File: config.mk
export PLATFORM = sky130hd
export DESIGN_NAME = decode_stage
export DESIGN_NICKNAME = d
export VERILOG_FILES = /design/src/rtl/decode_pkg.sv /design/src/rtl/decode_comb.sv /design/src/rtl/decode_stage.sv
export SDC_FILE = /design/constraint.sdc
export NUM_CORES = 1
export LEC_CHECK = 0
export BUFFER_PORTS_ARGS = -buffer_cell sky130_fd_sc_hd__buf_2
export CAP_MARGIN = 20
export CORE_ASPECT_RATIO = 0.6
export CORE_MARGIN = 2
export CORE_UTILIZATION = 25
export CTS_CLUSTER_DIAMETER = 30
export CTS_CLUSTER_SIZE = 10
export DETAILED_ROUTE_END_ITERATION = 10
export MAX_ROUTING_LAYER = met4
export PLACE_DENSITY = 0.44
export SLEW_MARGIN = 20
export SYNTH_ARGS = -nofsm -noshare
export SYNTH_HDL_FRONTEND = slang
export SYNTH_SLANG_ARGS = --single-unit
File: constraint.sdc
create_clock -name clock -period 2.4 [get_ports clock]
set_input_delay 0.48 -clock clock [delete_from_list [all_inputs] [get_ports clock]]
set_output_delay 0.48 -clock clock [all_outputs]
set_load 0.005 [all_outputs]
File: src/rtl/decode_pkg.sv
// Shared RV32I decode definitions: opcodes, ALU codes, alu_op classes and the decoded bundle.
package decode_pkg;

    localparam int DEC_XLEN     = 32;
    localparam int DEC_REG_W    = 5;
    localparam int DEC_ALUCTL_W = 4;

    localparam logic [6:0] OPC_LOAD   = 7'b0000011;
    localparam logic [6:0] OPC_STORE  = 7'b0100011;
    localparam logic [6:0] OPC_OPIMM  = 7'b0010011;
    localparam logic [6:0] OPC_OP     = 7'b0110011;
    localparam logic [6:0] OPC_BRANCH = 7'b1100011;
    localparam logic [6:0] OPC_JAL    = 7'b1101111;
    localparam logic [6:0] OPC_JALR   = 7'b1100111;
    localparam logic [6:0] OPC_LUI    = 7'b0110111;
    localparam logic [6:0] OPC_AUIPC  = 7'b0010111;
    localparam logic [6:0] OPC_FENCE  = 7'b0001111;
    localparam logic [6:0] OPC_SYSTEM = 7'b1110011;

    localparam logic [6:0] F7_BASE   = 7'b0000000;
    localparam logic [6:0] F7_ALT    = 7'b0100000;
    localparam logic [6:0] F7_MULDIV = 7'b0000001;

    localparam logic [DEC_ALUCTL_W-1:0] ALU_AND    = 4'b0000;
    localparam logic [DEC_ALUCTL_W-1:0] ALU_OR     = 4'b0001;
    localparam logic [DEC_ALUCTL_W-1:0] ALU_ADD    = 4'b0010;
    localparam logic [DEC_ALUCTL_W-1:0] ALU_XOR    = 4'b0011;
    localparam logic [DEC_ALUCTL_W-1:0] ALU_SLL    = 4'b0100;
    localparam logic [DEC_ALUCTL_W-1:0] ALU_SRL    = 4'b0101;
    localparam logic [DEC_ALUCTL_W-1:0] ALU_SUB    = 4'b0110;
    localparam logic [DEC_ALUCTL_W-1:0] ALU_SLT    = 4'b0111;
    localparam logic [DEC_ALUCTL_W-1:0] ALU_SLTU   = 4'b1000;
    localparam logic [DEC_ALUCTL_W-1:0] ALU_SRA    = 4'b1001;
    localparam logic [DEC_ALUCTL_W-1:0] ALU_PASS_B = 4'b1010;

    localparam logic [1:0] ALUOP_ADDR   = 2'b00;
    localparam logic [1:0] ALUOP_BRANCH = 2'b01;
    localparam logic [1:0] ALUOP_ARITH  = 2'b10;
    localparam logic [1:0] ALUOP_UPPER  = 2'b11;

    typedef struct packed {
        logic [DEC_XLEN-1:0]     pc;
        logic [DEC_XLEN-1:0]     imm;
        logic [DEC_REG_W-1:0]    rd;
        logic [DEC_REG_W-1:0]    rs1;
        logic [DEC_REG_W-1:0]    rs2;
        logic [2:0]              func3;
        logic [1:0]              alu_op;
        logic [DEC_ALUCTL_W-1:0] alu_control;
        logic                    alu_src;
        logic                    mem_read;
        logic                    mem_write;
        logic                    mem_to_reg;
        logic                    reg_write;
        logic                    branch;
        logic                    jump;
        logic                    illegal;
        logic                    md_valid;
        logic [2:0]              md_op;
    } dec_bundle_t;

    // alt selects SUB/SRA; it is ignored for every other func3.
    function automatic logic [DEC_ALUCTL_W-1:0] alu_ctl_arith(input logic [2:0] f3, input logic alt);
        case (f3)
            3'b000:  return alt ? ALU_SUB : ALU_ADD;
            3'b001:  return ALU_SLL;
            3'b010:  return ALU_SLT;
            3'b011:  return ALU_SLTU;
            3'b100:  return ALU_XOR;
            3'b101:  return alt ? ALU_SRA : ALU_SRL;
            3'b110:  return ALU_OR;
            default: return ALU_AND;
        endcase
    endfunction

endpackage

File: src/rtl/decode_comb.sv
// Purely combinational RV32I instruction-to-bundle decoder, zero latency, no flow control.
// M-extension decode is enabled by defining DECODE_MEXT_EN.
module decode_comb
    import decode_pkg::*;
(
    input  logic [31:0]         instr,
    input  logic [DEC_XLEN-1:0] pc,
    output dec_bundle_t         bundle
);

    logic [6:0] opc;
    logic [2:0] f3;
    logic [6:0] f7;

    assign opc = instr[6:0];
    assign f3  = instr[14:12];
    assign f7  = instr[31:25];

    always_comb begin
        bundle       = '0;
        bundle.pc    = pc;
        bundle.rd    = instr[11:7];
        bundle.rs1   = instr[19:15];
        bundle.rs2   = instr[24:20];
        bundle.func3 = f3;
        case (opc)
            OPC_LOAD: begin
                bundle.imm         = {{20{instr[31]}}, instr[31:20]};
                bundle.alu_src     = 1'b1;
                bundle.mem_read    = 1'b1;
                bundle.mem_to_reg  = 1'b1;
                bundle.reg_write   = 1'b1;
                bundle.alu_control = ALU_ADD;
                bundle.alu_op      = ALUOP_ADDR;
            end
            OPC_STORE: begin
                bundle.imm         = {{20{instr[31]}}, instr[31:25], instr[11:7]};
                bundle.alu_src     = 1'b1;
                bundle.mem_write   = 1'b1;
                bundle.alu_control = ALU_ADD;
                bundle.alu_op      = ALUOP_ADDR;
            end
            OPC_OPIMM: begin
                bundle.imm         = {{20{instr[31]}}, instr[31:20]};
                bundle.alu_src     = 1'b1;
                bundle.reg_write   = 1'b1;
                bundle.alu_op      = ALUOP_ARITH;
                bundle.alu_control = alu_ctl_arith(f3, (f3 == 3'b101) && (f7 == F7_ALT));
                bundle.illegal     = ((f3 == 3'b001) && (f7 != F7_BASE)) ||
                                     ((f3 == 3'b101) && (f7 != F7_BASE) && (f7 != F7_ALT));
            end
            OPC_OP: begin
                bundle.alu_op = ALUOP_ARITH;
                if ((f7 == F7_BASE) || ((f7 == F7_ALT) && ((f3 == 3'b000) || (f3 == 3'b101)))) begin
                    bundle.alu_control = alu_ctl_arith(f3, f7[5]);
                    bundle.reg_write   = 1'b1;
                end else if (f7 == F7_MULDIV) begin
`ifdef DECODE_MEXT_EN
                    bundle.alu_control = ALU_ADD;
                    bundle.md_valid    = 1'b1;
                    bundle.md_op       = f3;
                    bundle.reg_write   = 1'b1;
`else
                    bundle.illegal     = 1'b1;
`endif
                end else begin
                    bundle.illegal = 1'b1;
                end
            end
            OPC_BRANCH: begin
                bundle.imm         = {{20{instr[31]}}, instr[7], instr[30:25], instr[11:8], 1'b0};
                bundle.branch      = 1'b1;
                bundle.alu_op      = ALUOP_BRANCH;
                bundle.alu_control = f3[2] ? (f3[1] ? ALU_SLTU : ALU_SLT) : ALU_SUB;
                bundle.illegal     = (f3[2:1] == 2'b01);
            end
            OPC_JAL: begin
                bundle.imm         = {{12{instr[31]}}, instr[19:12], instr[20], instr[30:21], 1'b0};
                bundle.alu_src     = 1'b1;
                bundle.jump        = 1'b1;
                bundle.reg_write   = 1'b1;
                bundle.alu_control = ALU_ADD;
                bundle.alu_op      = ALUOP_UPPER;
            end
            OPC_JALR: begin
                bundle.imm         = {{20{instr[31]}}, instr[31:20]};
                bundle.alu_src     = 1'b1;
                bundle.jump        = 1'b1;
                bundle.reg_write   = 1'b1;
                bundle.alu_control = ALU_ADD;
                bundle.alu_op      = ALUOP_UPPER;
                bundle.illegal     = (f3 != 3'b000);
            end
            OPC_LUI, OPC_AUIPC: begin
                bundle.imm         = {instr[31:12], 12'b0};
                bundle.alu_src     = 1'b1;
                bundle.reg_write   = 1'b1;
                bundle.alu_op      = ALUOP_UPPER;
                bundle.alu_control = (opc == OPC_LUI) ? ALU_PASS_B : ALU_ADD;
            end
            OPC_FENCE, OPC_SYSTEM: ;
            default: bundle.illegal = 1'b1;
        endcase
        if (bundle.illegal) begin
            bundle.mem_read  = 1'b0;
            bundle.mem_write = 1'b0;
            bundle.reg_write = 1'b0;
            bundle.branch    = 1'b0;
            bundle.jump      = 1'b0;
        end
        if (bundle.rd == '0) begin
            bundle.reg_write = 1'b0;
        end
    end

endmodule

File: src/rtl/decode_stage.sv
// Registered RV32I decode stage: one cycle latency, main + skid output registers, flush support.
// in_ready is registered (skid empty); M-extension decode is enabled by defining DECODE_MEXT_EN.
module decode_stage
    import decode_pkg::*;
#(
    parameter int XLEN       = 32,
    parameter int REG_ADDR_W = 5,
    parameter int ALUCTL_W   = 4
) (
    input  logic                  clock,
    input  logic                  reset_n,
    input  logic                  flush,
    input  logic                  in_valid,
    output logic                  in_ready,
    input  logic [31:0]           in_instr,
    input  logic [XLEN-1:0]       in_pc,
    output logic                  out_valid,
    input  logic                  out_ready,
    output logic [XLEN-1:0]       out_pc,
    output logic [XLEN-1:0]       imm,
    output logic [REG_ADDR_W-1:0] rd,
    output logic [REG_ADDR_W-1:0] rs1,
    output logic [REG_ADDR_W-1:0] rs2,
    output logic [2:0]            func3,
    output logic [1:0]            alu_op,
    output logic [ALUCTL_W-1:0]   alu_control,
    output logic                  alu_src,
    output logic                  mem_read,
    output logic                  mem_write,
    output logic                  mem_to_reg,
    output logic                  reg_write,
    output logic                  branch,
    output logic                  jump,
    output logic                  illegal,
    output logic                  md_valid,
    output logic [2:0]            md_op
);

    dec_bundle_t dec_bundle;
    dec_bundle_t main_q, main_d, skid_q, skid_d;
    logic        main_vld_q, main_vld_d, skid_vld_q, skid_vld_d;
    logic        accept;

    decode_comb u_decode_comb (
        .instr  (in_instr),
        .pc     (in_pc),
        .bundle (dec_bundle)
    );

    assign in_ready = !skid_vld_q;
    assign accept   = in_valid && in_ready;

    // The skid entry only fills while main is held, so main empty implies skid empty.
    always_comb begin
        main_d     = main_q;
        skid_d     = skid_q;
        main_vld_d = main_vld_q;
        skid_vld_d = skid_vld_q;
        if (flush) begin
            main_vld_d = 1'b0;
            skid_vld_d = 1'b0;
        end else if (!main_vld_q || out_ready) begin
            if (skid_vld_q) begin
                main_d     = skid_q;
                main_vld_d = 1'b1;
                skid_vld_d = 1'b0;
            end else if (accept) begin
                main_d     = dec_bundle;
                main_vld_d = 1'b1;
            end else begin
                main_vld_d = 1'b0;
            end
        end else if (accept) begin
            skid_d     = dec_bundle;
            skid_vld_d = 1'b1;
        end
    end

    always_ff @(posedge clock or negedge reset_n) begin
        if (!reset_n) begin
            main_q     <= '0;
            skid_q     <= '0;
            main_vld_q <= 1'b0;
            skid_vld_q <= 1'b0;
        end else begin
            main_q     <= main_d;
            skid_q     <= skid_d;
            main_vld_q <= main_vld_d;
            skid_vld_q <= skid_vld_d;
        end
    end

    assign out_valid   = main_vld_q;
    assign out_pc      = main_q.pc;
    assign imm         = main_q.imm;
    assign rd          = main_q.rd;
    assign rs1         = main_q.rs1;
    assign rs2         = main_q.rs2;
    assign func3       = main_q.func3;
    assign alu_op      = main_q.alu_op;
    assign alu_control = main_q.alu_control;
    assign alu_src     = main_q.alu_src;
    assign mem_read    = main_q.mem_read;
    assign mem_write   = main_q.mem_write;
    assign mem_to_reg  = main_q.mem_to_reg;
    assign reg_write   = main_q.reg_write;
    assign branch      = main_q.branch;
    assign jump        = main_q.jump;
    assign illegal     = main_q.illegal;
    assign md_valid    = main_q.md_valid;
    assign md_op       = main_q.md_op;

endmodule

==> summary.txt, run 1 <==
Critical path
  – Worst EP arrival: 2440 ps
  – Crit-path cells: nor2_1 -> nor2_1 -> and2_2 -> nand2_1 -> a21oi_1 -> a21oi_1
  – CP Capture Type: flip-flop
  – Setup Crit Path Kind: reg2reg
  – CP max stage delay: 790 ps
  – Worst-path fanout max: 11
  – Worst path required time: 2680 ps
  – Critical Path Start Type: flip-flop
  – Worst reg2reg setup slack: 240 ps
  – Critical path's slowest cell: a21oi_1

Yosys
  – Async SR Flop Fraction: 100%
  – Cell taking the most area after synthesis: dfrtp_1
  – Synth Register Bits: roughly 190
  – Cells after synthesis: 947
  – Yosys warning total: 0
  – Synth area leaders: dfrtp_1 56%, nand2_1 13%, o21ai_0 7.7%
  – Post-synthesis cell type count: 48
  – Top cell type's share of synthesized area: 56.1%
  – Syn_area_per_cell: 9.14 um^2
  – Main flop type after synthesis: dfrtp_1
  – Mapped Area: 0.00865 mm^2
  – Number of flops mapped to enable cells by yosys: 0
  – Register area share after synthesis: 56.1%

STA
  – Crit share post-route: 90.0%
  – Worst-margin pin slew: 1030 ps
  – Max-slew violation count: 0
  – Fmax: 463 MHz
  – Final Skew: a little under 8 ps
  – Minimum clock period: 2160 ps
  – RSZ-0062 raised after global routing: no
  – Hold slack: approximately 230 ps
  – Rel. slew slack: 31.3%
  – Final Worst Setup Slack: 240 ps
  – Setup violators final: 0
  – Setup TNS Final: 0 ps
  – Final Hold Fails: 0

Drt
  – Via count: 7026
  – Drt pass-1 iters: 4
  – Routed WL: 26.4 mm
  – WL per Instance: 16.7 um
  – Initial drt markers: between 400 and 500
  – Vias per Instance: approximately 4.4
  – Post-route ant nets: 0
  – Drt drc: 0

Finish
  – Share of layout cells above drive strength 1: 23.0%
  – Area growth, synth to finish: 25.6%
  – Post-Layout Cell Count: roughly 1600
  – Largest Register: skid_q
  – Final Net Count: roughly 1200
  – Fillers: between 3000 and 4000
  – Max FFs per register: 96

Die
  – Die X: approximately 240 um
  – Initial Util: 25.5%
  – Die area: 0.0362 mm^2
  – IO Count: 171
  – Chip height: 148 um
  – Site Rows: 52
  – Core ar.: 0.0339 mm^2

Placed design
  – # port buffers: 166
  – Dpl cells: 1550
  – RePlAce Congestion: approximately 0.9
  – Hpwl dp: between 15 and 20 mm
  – Dpl ws: -165 ps

Global route
  – Vias in the first global route: 6771
  – First-pass GRT wire length: 41.5 mm
  – Global router's overall resource usage: 15.6%
  – Initial antenna violation count: 4
  – Largest net degree at the start of global routing: 118
  – Overflow left after global routing: 0

Worst hold path
  – HP Class: in2reg

Clock tree
  – Resize count post-CTS: 0
  – Post-CTS setup repair buffer count: 0
  – CTS tree: built
  – Clock slew at reported path FFs: 70 ps
  – H-Tree Depth: 4
  – Total CTS buffers: 17
  – CTS Hold Bufs: 1
  – Clock buffer depth: 2
  – Worst-Skew Late Latency: 450 ps
  – Sink Count: between 150 and 200
  – Clock root cell: clkbuf_16

Run status
  – Status: complete, no violations

Power
  – Leakage: 5.09 nW
  – Power density cells: ~730 mW/mm^2
  – Worst vdd ir: 492 uV

Flow run
  – Maxcap violations: 0
-- layer usage --
metal	global-route usage [%]	vias up	part of all wire, %
li1	-	3519	-
met1	23.4	3359	54
met2	20.2	137	39
met3	4.66	11	5.6
met4	3.08	0	0.67
met5	-	-	0
-- metrics by stage --
stage / util, % / instance area (um^2) / power [W]
6_report: 32.1 / 10900 / 0.00792
3_5_place_dp: 30.3 / 10300 / 0.00516
3_3_place_gp: 30.3 / 10300 / 0.00514
2_1_floorplan: - / 8670 / 0.00454
5_1_grt: 32.1 / 10900 / 0.00840
4_1_cts: 32.0 / 10900 / 0.00808
-- cells by family after synthesis --
group	count (synthesis)	synth area share, %
buf+inv	74	3.41
xor+xnor	1	0.101
other cells	1	0.0433
compound gates	231	14.5
simple gates	387	18.9
flops	194	56.1
mux	59	6.94
-- placed cells by master, fill, tap and decap left out, types with 8 or more instances in the layout --
master | synthesis | final
a21oi_1 | 59 | 59
dfrtp_1 | 194 | 193
nor3_1 | 10 | 10
nand2_1 | 294 | 292
mux2i_1 | 51 | 51
or3_1 | 13 | 13
mux2_2 | 8 | 8
clkbuf_16 | 0 | 17
nor2_1 | 35 | 35
o21a_1 | 8 | 8
buf_2 | 1 | 165
buf_4 | 4 | 35
buf_12 | 0 | 9
o21ai_0 | 133 | 133
-- critical path, delay by kind of cell, from the launching register on --
family,cells,cell delay (ps)
simple gates,4,560
compound gates,2,980
flops,1,460
-- synthesized netlist by cell type, types with 5 or more instances --
library cell and number:
a21oi_1 59, a22oi_1 6, buf_1 5, clkbuf_1 58
dfrtp_1 194, inv_1 5, mux2_2 8, mux2i_1 51
nand2_1 294, nand2b_1 5, nor2_1 35, nor2b_1 5
nor3_1 10, o211ai_1 6, o21a_1 8, o21ai_0 133
or3_1 13
-- area by class of cell --
class                           instances  area, um^2  share of cell area (%)
Sequential cell                       194        4860                    44.7
Multi-Input combinational cell        682        3540                    32.6
Timing Repair Buffer                  211        1290                    11.9
Tap cell                              459         574                    5.28
Clock buffer                           21         470                    4.33
Clock inverter                         11         103                   0.944
Inverter                                5        18.8                   0.173
Antenna cell                            4        10.0                  0.0921
-- report_power, final --
part / switching (W) / leakage (nW) / internal [W]
clock network: 0.00133 / 0.276 / 0.00152
registers: 0.000230 / 2.50 / 0.00373
logic: 0.000636 / 2.32 / 0.000473
total: 0.00220 / 5.09 / 0.00572
-- path summary, 6_finish.rpt --
check	startpoint	endpoint	cells after the start
min	in_pc[27]	skid_q[95]	3
max reg2reg	skid_vld_q	imm[21]	6
min reg2reg	out_pc[28]	out_pc[28]	2
min in group asynchronous	reset_n	skid_q[51]	2
max	skid_vld_q	imm[21]	6
max in group asynchronous	reset_n	out_pc[17]	3
Note: power is estimated with default switching activity, not from simulation.
==> run 2: changes to the inputs <==
--- a/config.mk
+++ b/config.mk
@@ -14,7 +14,7 @@
 export CTS_CLUSTER_SIZE = 10
 export DETAILED_ROUTE_END_ITERATION = 10
 export MAX_ROUTING_LAYER = met4
-export PLACE_DENSITY = 0.44
+export PLACE_DENSITY = 0.51
 export SLEW_MARGIN = 20
 export SYNTH_ARGS = -nofsm -noshare
 export SYNTH_HDL_FRONTEND = slang
==> run 2 against run 1 <==
Non-clock buffer count is the same. Utilization is essentially flat. Cell count grew 0.13%. Clock power is essentially flat. Clock-buffer cell count shrank 4. Sequential power is essentially flat. Combinational power is essentially flat. Critical path depth shrank 2. Largest cell class unchanged.
==> summary.txt, run 2 (synthesis gave the netlist of run 1 again) <==
STA
  – Crit share post-route: 94.5% (+4.5 points)
  – Max-slew violation count: 0 (unchanged)
  – Minimum clock period: 2270 ps (+107 ps)
  – Rel. slew slack: 31.9% (+0.59 points)
  – Final Hold Fails: 0 (unchanged)
  – Fmax: 441 MHz (-4.7%)
  – Worst-margin pin slew: 1020 ps (-8.81 ps)
  – Final Skew: 8.50 ps (+0.639 ps)
  – Setup violators final: 0 (unchanged)

Flow run
  – Maxcap violations: 0 (unchanged)

Finish
  – Share of layout cells above drive strength 1: 23.1% (+0.089 points)
  – Finished Core Util: 32.0% (about the same)
  – Final Net Count: 1180 (unchanged)
  – Max FFs per register: 96 (unchanged)
  – Commonest non-fill, non-tap cells in the layout: 292 x nand2_1, 193 x dfrtp_1, 165 x buf_2
  – Area growth, synth to finish: 25.5% (about the same)
  – Largest Register: skid_q
  – Commonest non-fill, non-tap cell in the layout: nand2_1

Global route
  – Initial antenna violation count: 6 (+2)
  – Largest net degree at the start of global routing: 118 (unchanged)
  – Overflow left after global routing: 0 (unchanged)
  – Global router's overall resource usage: 15.5% (-0.044 points)
  – First-pass GRT wire length: 41.4 mm (-0.17%)
  – Vias in the first global route: 6825 (+0.80%)

Clock tree
  – Total CTS buffers: 17 (unchanged)
  – Clock root cell: clkbuf_16
  – CTS tree: built
  – Post-CTS setup repair buffer count: 0 (unchanged)
  – Sink Count: 194 (unchanged)
  – Resize count post-CTS: 0 (unchanged)
  – Worst-Skew Late Latency: 450 ps (about the same)
  – H-Tree Depth: 4 (unchanged)
  – Clock buffer depth: 2 (unchanged)
  – CTS Hold Bufs: 1 (unchanged)
  – Clock slew at reported path FFs: 80 ps (about the same)

Critical path
  – Worst EP arrival: 1790 ps (-650 ps)
  – Critical Path Start Type: flip-flop
  – Worst-path fanout max: 41 (+30)
  – Setup Crit Path Kind: reg2out
  – CP Capture Type: output port
  – Worst path required time: 1920 ps (-760 ps)

Drt
  – Drt pass-1 iters: 4 (unchanged)
  – WL per Instance: 16.8 um (+0.76%)
  – Post-route ant nets: 0 (unchanged)
  – Initial drt markers: 352 (-16%)
  – Routed WL: 26.7 mm (+0.89%)
  – Vias per Instance: 4.51 (+1.8%)
  – Drt drc: 0 (unchanged)
  – Via count: 7160 (+1.9%)

Run status
  – Status: complete, no violations

Die
  – Site Rows: 52 (unchanged)
  – Initial Util: 25.5% (unchanged)
  – Chip height: 148 um (unchanged)
  – Die area: 0.0362 mm^2 (unchanged)
  – Core ar.: 0.0339 mm^2 (unchanged)
  – IO Count: 171 (unchanged)
  – Die X: 244 um (unchanged)

Worst hold path
  – HP Class: in2reg

Power
  – Worst vdd ir: 503 uV (+2.3%)
  – Leakage: 5.08 nW (-0.15%)
  – Design Power: 0.00796 W (+0.50%)
  – Power density cells: 733 mW/mm^2 (+0.56%)

Placed design
  – RePlAce Congestion: 0.907 (+1.2%)
  – Hpwl dp: 18.4 mm (+0.13%)
  – # port buffers: 166 (unchanged)
-- run 2: metal layers --
layer	share of wire, %	track usage [%]	wire, um
met4	1.2	3.87	316
met1	52	22.5	13900
met5	0	-	0
met2	40	20.3	10700
met3	6.7	5.41	1780
-- run 2: worst paths after layout --
path / startpoint / end / slack [ps] / depth (start not counted)
setup / recovery: skid_vld_q / in_ready / 130 / 4
hold / removal: in_pc[13] / skid_q[81] / 230 / 3
setup reg to reg: skid_vld_q / imm[22] / 270 / 5
hold reg to reg: rs1[3] / rs1[3] / 470 / 2
max in group asynchronous: reset_n / mem_to_reg / 1160 / 3
min in group asynchronous: reset_n / skid_q[52] / 570 / 2
-- run 2: cell type report --
type                    count  area [um^2]
repair buffers            211         1280
clock buffers              17          425
diodes                      6         15.0
multi-input cells         682         3540
inverters                   5         18.8
well taps                 459          574
clock inverters            15          149
fillers                  3582        23000
flip-flops and latches    194         4860
-- run 2: critical path, cell delays in order (launching register included) --
cell	delay [ps]
dfrtp_4	440
buf_4	400
inv_1	110
buf_4	230
buf_2	160
-- run 2: power by group --
| part | internal (W) | leakage (nW) | total, W | switching [W] |
|---|---|---|---|---|
| Combinational | 0.000475 | 2.32 | 0.00112 | 0.000643 |
| Sequential | 0.00373 | 2.50 | 0.00396 | 0.000236 |
| Clock | 0.00146 | 0.271 | 0.00287 | 0.00141 |
| Total | 0.00566 | 5.08 | 0.00796 | 0.00229 |
-- run 2: metrics by stage --
| step | hold WS (ps) | instance area (um^2) | cells | worst slack, ps | setup TNS, ps |
|---|---|---|---|---|---|
| final | 229 | 10900 | 1589 | 133 | 0 |
| after global routing | 209 | 10900 | 1589 | -17.1 | -17.1 |
| after CTS | 197 | 10800 | 1583 | 77.4 | 0 |
| after detailed placement | 457 | 10300 | 1550 | -110 | -110 |
| after global placement | 455 | 10300 | 1550 | -110 | -110 |
| after floorplan | 184 | 8670 | 950 | 29.8 | 0 |
